--- config.mk ---
export PLATFORM = sky130hd
export DESIGN_NAME = wb_master_initiator
export DESIGN_NICKNAME = d
export VERILOG_FILES = /design/src/rtl/wb_master_pkg.sv /design/src/rtl/wb_master_timer.sv /design/src/rtl/wb_master_initiator.sv
export SDC_FILE = /design/constraint.sdc
export NUM_CORES = 1
export LEC_CHECK = 0
export CORE_AREA = 2 2 211 213
export CTS_BUF_LIST = sky130_fd_sc_hd__clkbuf_4
export CTS_CLUSTER_DIAMETER = 30
export DETAILED_ROUTE_END_ITERATION = 8
export DIE_AREA = 0 0 213 215
export PLACE_DENSITY = 0.59
export SLEW_MARGIN = 20
export SYNTH_ARGS = -nofsm -noshare
export SYNTH_HDL_FRONTEND = slang
export SYNTH_SLANG_ARGS = --single-unit
--- constraint.sdc ---
create_clock -name clk -period 4.73 [get_ports clk]
set_input_delay 0.946 -clock clk [delete_from_list [all_inputs] [get_ports clk]]
set_output_delay 0.946 -clock clk [all_outputs]
set_load 0.005 [all_outputs]
--- src/rtl/wb_master_pkg.sv ---
// Shared types and default widths for the Wishbone B4 classic single-transfer master.
package wb_master_pkg;

  localparam int unsigned WB_ADR_W          = 64;
  localparam int unsigned WB_DAT_W          = 64;
  localparam int unsigned WB_TAG_W          = 16;
  localparam int unsigned WB_MAX_RETRY      = 3;
  localparam int unsigned WB_RETRY_GAP      = 4;
  localparam int unsigned WB_TIMEOUT_CYCLES = 256;

  typedef enum logic [1:0] {
    RSP_OK        = 2'd0,
    RSP_ERR       = 2'd1,
    RSP_RETRY_EXH = 2'd2,
    RSP_TIMEOUT   = 2'd3
  } wb_rsp_status_e;

  typedef enum logic [1:0] {
    ST_IDLE    = 2'd0,
    ST_BUS     = 2'd1,
    ST_BACKOFF = 2'd2,
    ST_RESP    = 2'd3
  } wb_mst_state_e;

  // Bits needed to hold counts 0 .. n-1 (at least one bit).
  function automatic int unsigned wb_cnt_w(input int unsigned n);
    return (n < 2) ? 1 : $clog2(n);
  endfunction

endpackage

--- src/rtl/wb_master_timer.sv ---
// Loadable saturating down-counter; expired_c is high while the count sits at zero.
module wb_master_timer #(
  parameter int unsigned W = 8
) (
  input  logic         clk,
  input  logic         rst,
  input  logic         load,
  input  logic [W-1:0] load_val,
  input  logic         dec,
  output logic         expired_c
);

  logic [W-1:0] cnt_q;

  always_ff @(posedge clk) begin
    if (rst) begin
      cnt_q <= '0;
    end else if (load) begin
      cnt_q <= load_val;
    end else if (dec && (cnt_q != '0)) begin
      cnt_q <= cnt_q - W'(1);
    end
  end

  assign expired_c = (cnt_q == '0);

endmodule

--- src/rtl/wb_master_initiator.sv ---
// Wishbone B4 classic single-transfer master: valid/ready command in, CYC/STB cycle, response out.
// Optional bus watchdog is compiled in when WB_MASTER_TIMEOUT_EN is defined.
module wb_master_initiator
  import wb_master_pkg::*;
#(
  parameter int unsigned ADR_W          = WB_ADR_W,
  parameter int unsigned DAT_W          = WB_DAT_W,
  parameter int unsigned SEL_W          = DAT_W / 8,
  parameter int unsigned TAG_W          = WB_TAG_W,
  parameter int unsigned MAX_RETRY      = WB_MAX_RETRY,
  parameter int unsigned RETRY_GAP      = WB_RETRY_GAP,
  parameter int unsigned TIMEOUT_CYCLES = WB_TIMEOUT_CYCLES
) (
  input  logic             clk,
  input  logic             rst,
  input  logic             cmd_valid,
  output logic             cmd_ready,
  input  logic             cmd_we,
  input  logic [ADR_W-1:0] cmd_adr,
  input  logic [DAT_W-1:0] cmd_dat,
  input  logic [SEL_W-1:0] cmd_sel,
  input  logic             cmd_lock,
  input  logic [TAG_W-1:0] cmd_tga,
  input  logic [TAG_W-1:0] cmd_tgc,
  input  logic [TAG_W-1:0] cmd_tgd,
  output logic             rsp_valid,
  input  logic             rsp_ready,
  output logic [DAT_W-1:0] rsp_dat,
  output logic [TAG_W-1:0] rsp_tgd,
  output logic [1:0]       rsp_status,
  output logic             CYC_O,
  output logic             STB_O,
  output logic             WE_O,
  output logic             LOCK_O,
  output logic [ADR_W-1:0] ADR_O,
  output logic [DAT_W-1:0] DAT_O,
  output logic [SEL_W-1:0] SEL_O,
  output logic [TAG_W-1:0] TGA_O,
  output logic [TAG_W-1:0] TGC_O,
  output logic [TAG_W-1:0] TGD_O,
  input  logic             ACK_I,
  input  logic             ERR_I,
  input  logic             RTY_I,
  input  logic [DAT_W-1:0] DAT_I,
  input  logic [TAG_W-1:0] TGD_I
);

  localparam int unsigned TMR_MAX = (RETRY_GAP > TIMEOUT_CYCLES) ? RETRY_GAP : TIMEOUT_CYCLES;
  localparam int unsigned TMR_W   = wb_cnt_w(TMR_MAX);
  localparam int unsigned RTR_W   = wb_cnt_w(MAX_RETRY + 1);

  wb_mst_state_e    state_q, state_d;
  logic [RTR_W-1:0] retry_q, retry_d;
  logic             lock_q, lock_l_d;
  logic             cyc_d, stb_d, we_d, lock_d, cmd_ready_d, rsp_valid_d;
  logic [ADR_W-1:0] adr_d;
  logic [DAT_W-1:0] dato_d, rsp_dat_d;
  logic [SEL_W-1:0] sel_d;
  logic [TAG_W-1:0] tga_d, tgc_d, tgd_d, rsp_tgd_d;
  logic [1:0]       rsp_status_d;
  logic             tmr_load, tmr_dec, tmr_expired_c;
  logic [TMR_W-1:0] tmr_val;

  // One counter serves both the back-off gap and the bus watchdog; they never overlap.
  wb_master_timer #(.W(TMR_W)) u_timer (
    .clk       (clk),
    .rst       (rst),
    .load      (tmr_load),
    .load_val  (tmr_val),
    .dec       (tmr_dec),
    .expired_c (tmr_expired_c)
  );

  // Next-state and next-output logic.
  always_comb begin
    state_d      = state_q;
    retry_d      = retry_q;
    lock_l_d     = lock_q;
    cyc_d        = CYC_O;
    stb_d        = STB_O;
    we_d         = WE_O;
    lock_d       = LOCK_O;
    adr_d        = ADR_O;
    dato_d       = DAT_O;
    sel_d        = SEL_O;
    tga_d        = TGA_O;
    tgc_d        = TGC_O;
    tgd_d        = TGD_O;
    cmd_ready_d  = 1'b0;
    rsp_valid_d  = rsp_valid;
    rsp_dat_d    = rsp_dat;
    rsp_tgd_d    = rsp_tgd;
    rsp_status_d = rsp_status;
    tmr_load     = 1'b0;
    tmr_dec      = 1'b0;
    tmr_val      = '0;

    case (state_q)
      ST_IDLE: begin
        cmd_ready_d = 1'b1;
        if (cmd_valid && cmd_ready) begin
          cmd_ready_d = 1'b0;
          state_d     = ST_BUS;
          retry_d     = '0;
          cyc_d       = 1'b1;
          stb_d       = 1'b1;
          we_d        = cmd_we;
          lock_d      = cmd_lock;
          lock_l_d    = cmd_lock;
          adr_d       = cmd_adr;
          dato_d      = cmd_we ? cmd_dat : '0;
          sel_d       = cmd_sel;
          tga_d       = cmd_tga;
          tgc_d       = cmd_tgc;
          tgd_d       = cmd_tgd;
`ifdef WB_MASTER_TIMEOUT_EN
          tmr_load    = 1'b1;
          tmr_val     = TMR_W'(TIMEOUT_CYCLES - 1);
`endif
        end
      end

      ST_BUS: begin
`ifdef WB_MASTER_TIMEOUT_EN
        tmr_dec = 1'b1;
`endif
        if (ERR_I) begin
          cyc_d        = 1'b0;
          stb_d        = 1'b0;
          lock_d       = 1'b0;
          state_d      = ST_RESP;
          rsp_valid_d  = 1'b1;
          rsp_status_d = RSP_ERR;
          rsp_dat_d    = '0;
          rsp_tgd_d    = '0;
        end else if (RTY_I) begin
          cyc_d  = 1'b0;
          stb_d  = 1'b0;
          lock_d = 1'b0;
          if (retry_q < RTR_W'(MAX_RETRY)) begin
            retry_d  = retry_q + RTR_W'(1);
            state_d  = ST_BACKOFF;
            tmr_load = 1'b1;
            tmr_val  = TMR_W'(RETRY_GAP - 1);
          end else begin
            state_d      = ST_RESP;
            rsp_valid_d  = 1'b1;
            rsp_status_d = RSP_RETRY_EXH;
            rsp_dat_d    = '0;
            rsp_tgd_d    = '0;
          end
        end else if (ACK_I) begin
          cyc_d        = 1'b0;
          stb_d        = 1'b0;
          lock_d       = 1'b0;
          state_d      = ST_RESP;
          rsp_valid_d  = 1'b1;
          rsp_status_d = RSP_OK;
          rsp_dat_d    = WE_O ? '0 : DAT_I;
          rsp_tgd_d    = TGD_I;
        end
`ifdef WB_MASTER_TIMEOUT_EN
        else if (tmr_expired_c) begin
          cyc_d        = 1'b0;
          stb_d        = 1'b0;
          lock_d       = 1'b0;
          state_d      = ST_RESP;
          rsp_valid_d  = 1'b1;
          rsp_status_d = RSP_TIMEOUT;
          rsp_dat_d    = '0;
          rsp_tgd_d    = '0;
        end
`endif
      end

      ST_BACKOFF: begin
        if (tmr_expired_c) begin
          state_d = ST_BUS;
          cyc_d   = 1'b1;
          stb_d   = 1'b1;
          lock_d  = lock_q;
`ifdef WB_MASTER_TIMEOUT_EN
          tmr_load = 1'b1;
          tmr_val  = TMR_W'(TIMEOUT_CYCLES - 1);
`endif
        end else begin
          tmr_dec = 1'b1;
        end
      end

      ST_RESP: begin
        if (rsp_ready) begin
          rsp_valid_d = 1'b0;
          cmd_ready_d = 1'b1;
          retry_d     = '0;
          state_d     = ST_IDLE;
        end
      end

      default: state_d = ST_IDLE;
    endcase
  end

  // State and registered outputs.
  always_ff @(posedge clk) begin
    if (rst) begin
      state_q    <= ST_IDLE;
      retry_q    <= '0;
      lock_q     <= 1'b0;
      cmd_ready  <= 1'b0;
      rsp_valid  <= 1'b0;
      rsp_dat    <= '0;
      rsp_tgd    <= '0;
      rsp_status <= '0;
      CYC_O      <= 1'b0;
      STB_O      <= 1'b0;
      WE_O       <= 1'b0;
      LOCK_O     <= 1'b0;
      ADR_O      <= '0;
      DAT_O      <= '0;
      SEL_O      <= '0;
      TGA_O      <= '0;
      TGC_O      <= '0;
      TGD_O      <= '0;
    end else begin
      state_q    <= state_d;
      retry_q    <= retry_d;
      lock_q     <= lock_l_d;
      cmd_ready  <= cmd_ready_d;
      rsp_valid  <= rsp_valid_d;
      rsp_dat    <= rsp_dat_d;
      rsp_tgd    <= rsp_tgd_d;
      rsp_status <= rsp_status_d;
      CYC_O      <= cyc_d;
      STB_O      <= stb_d;
      WE_O       <= we_d;
      LOCK_O     <= lock_d;
      ADR_O      <= adr_d;
      DAT_O      <= dato_d;
      SEL_O      <= sel_d;
      TGA_O      <= tga_d;
      TGC_O      <= tgc_d;
      TGD_O      <= tgd_d;
    end
  end

endmodule

==> results_dict.tcl <==
set metrics [dict create \
    synthTopCellsByArea "dfxtp_1, nand2_1, a21oi_1" \
    nets 2106 \
    rows 77 \
    p_int_uw 4740 \
    synth_area_leader_cell "dfxtp_1" \
    synthDistinctLibCells 44 \
    postCtsSetupRepairBufs 0 \
    place.port_buffers 544 \
    ys_seq_elements 284 \
    num_vias 11000 \
    power_frac_clock_pct 34.1 \
    hpwl_mm 28.0 \
    finalHoldViolCount 0 \
    slew_viol_final 0 \
    preCtsSetupSlack_ps 1470 \
    cpMaxStageDelayCell "clkdlybuf4s50_1" \
    wl_per_cell_um 16.3 \
    crit_path_max_incr_delay_ps 550 \
    required_ps 3780 \
    hp-class "flop to flop" \
    start_util_pct 24.7 \
    drtIter0Drc 624 \
    gpl.final_weighted_congestion 0.793 \
    area_delta_synth_final_pct 63.9 \
    layout-drive-gt1-share_pct 12.1 \
    cts_hold_buf 0 \
    p_switching_uw 2220 \
    period_share_pct 56.9 \
    max_freq_ghz 0.372 \
    holdPathStages 2 \
    crit_path_end_kind "primary output" \
    p_leak_uw 0.00587 \
    tightestPinTransition_ps 822 \
    clockBufferDepth 3 \
    grt.total_usage_pct 17.0 \
    switching_share_pct 31.9 \
    cts_resized 0 \
    postRouteWirelength_mm 40.4 \
    viasPerCell 4.42 \
    die_h_um 215 \
    ir_worst_vdd_mv 0.236 \
    min_period_ps 2690 \
    p_comb_share_pct 26.4 \
    cp-start-kind "flop" \
    seqPwrFrac_pct 39.5 \
    grt_max_degree 152 \
    async_reset_ff_share_pct 0 \
    ys_seq_area_share_pct 52.8 \
    synth_top_area_share_pct 52.8 \
    path_class "flop to primary output" \
    ff2ff_setup_slack_ps 2430 \
    clkLatencyLatePin_ps 790 \
    path_depth 1 \
    setup_viol 0 \
    setup_ws_ps 2040 \
    drt_pass1_iterations 4 \
    power.density_nw_per_um2 394 \
    crit_chain "clkdlybuf4s50_1" \
    io_pins 545 \
    drtAntennaViolNets 0 \
    worstPathMaxFanout 3 \
    cts-root-buf "clkbuf_4" \
    crit_family "buffers and inverters" \
    layout_common_cells "clkdlybuf4s50_1, nand2_1, dfxtp_1" \
    avgSynthCellArea_um2 8.35 \
    rsz0062_at_grt "no" \
    synthCells 1290 \
    layout_commonest_cell "clkdlybuf4s50_1" \
    synthFlopType "dfxtp_1" \
    cts_tree "done" \
    die_area_um2 45800 \
    ys_warn_count 0 \
    path_clk_slew_ps 60 \
    h-tree-depth 3 \
    skew_ps 40.2 \
    synth_edf_count 0 \
    die_w_um 213 \
    synth.cell_area_um2 10800 \
    fin_tns_setup_ps 0 \
    detail_route.drc_violations 0 \
    cts_sinks 284 \
    drv_cap 0 \
    grt_pass1_wl_mm 60.9 \
    cp_data_arrival_time_ps 1740 \
    gr-total-overflow 0 \
    status "finished, final reports clean" \
    core_um2 43600 \
    max-slew-margin-rel_pct 45.2 \
    syn_nets 1570 \
    grt_pass1_vias 11100 \
    cts-buffers-inserted 85 \
    whs_ps 449 \
    worstRegToRegCells 6 \
    fillCellCount 4402 \
    antenna_found_initial 1 \
    cp_num_buf_inv 1 \
]
==> cells in the mapped netlist, drive strengths merged (2+ instances only) <==
library cell and n:
nor3b 2, dfxtp 284, a21oi 276, nor4 4, and3 2, xnor2 4
mux2i 2, o21ai 2, clkbuf 61, nand2b 3, o31a 2, or2 3
mux2 2, ha 7, and4bb 2, inv 6, nand3 148, buf 48
nor2b 4, nor2 13, a21boi 2, nand2 392, nor3 10
==> tightest hold or removal path, stage by stage (launching register included) <==
cell and delay, ps:
dfxtp_1 300, nand2_1 50, a21oi_1 50
==> cells by family (layout without fill, tap and decap cells) <==
logic type / count (synthesis) / after routing / synth area share [%]
other: 0 / 1 / 0
AND/OR/NAND/NOR: 587 / 587 / 26.3
multiplexers: 4 / 4 / 0.395
adder cells (fa/ha/maj): 7 / 7 / 0.813
flip-flops: 284 / 284 / 52.8
buffers and inverters: 115 / 716 / 5.61
AO/OA/AOI/OAI: 289 / 289 / 13.8
XOR/XNOR: 4 / 4 / 0.325
==> final timing paths <==
kind,startpoint,endpoint
hold reg to reg,DAT_O[24],DAT_O[24]
hold / removal,DAT_O[24],DAT_O[24]
setup reg to reg,state_q[1],rsp_dat[29]
setup / recovery,WE_O,WE_O
==> metal layers <==
layer | GRT usage, % | up-vias | routed length, um
met1 | 18.6 | 5019 | 15800
met2 | 27.5 | 470 | 18700
li1 | - | 5431 | -
met4 | 7.60 | 0 | 1100
met3 | 8.34 | 65 | 4780
met5 | 0 | - | 0
==> metrics by stage <==
step,power [uW],std cells,instance area [um2],util [%]
2_1_floorplan,3820,1290,10800,-
3_3_place_gp,4620,2331,16600,38.0
3_5_place_dp,4640,2331,16600,38.0
4_1_cts,7090,2483,17600,40.4
5_1_grt,7410,2484,17600,40.4
6_report,6950,2484,17600,40.4
==> power by group through the flow <==
| stage | Sequential (uW) | Combinational, uW | Clock, uW |
|---|---|---|---|
| after CTS | 2750 | 1860 | 2480 |
| after floorplan | 2800 | 1020 | 0 |
| final | 2750 | 1840 | 2370 |
| after detailed placement | 2800 | 1850 | 0 |
| after global placement | 2790 | 1840 | 0 |
| after global routing | 2770 | 2010 | 2620 |
==> sequential cells by signal, indices dropped and copies added, names as in the netlist <==
name and count:
SEL_O 8, DAT_O 64, u_timer.cnt_q 8, STB_O 1
TGD_O 16, WE_O 1, rsp_dat 64, retry_q 2
rsp_valid 1, LOCK_O 1, cmd_ready 1, ADR_O 64
rsp_status 2, TGA_O 16, TGC_O 16, state_q 2
rsp_tgd 16, lock_q 1
==> cell type report <==
class	instances	area, um2	share of cell area (%)
sequential	284	5690	32.2
timing repair buffer	558	5610	31.8
multi-input combinational	891	4510	25.5
clock buffer	124	931	5.27
tap	592	741	4.20
clock inverter	28	149	0.844
inverter	6	22.5	0.128
antenna	1	2.50	0.0142
No activity file was read; power rests on OpenSTA's default activity.
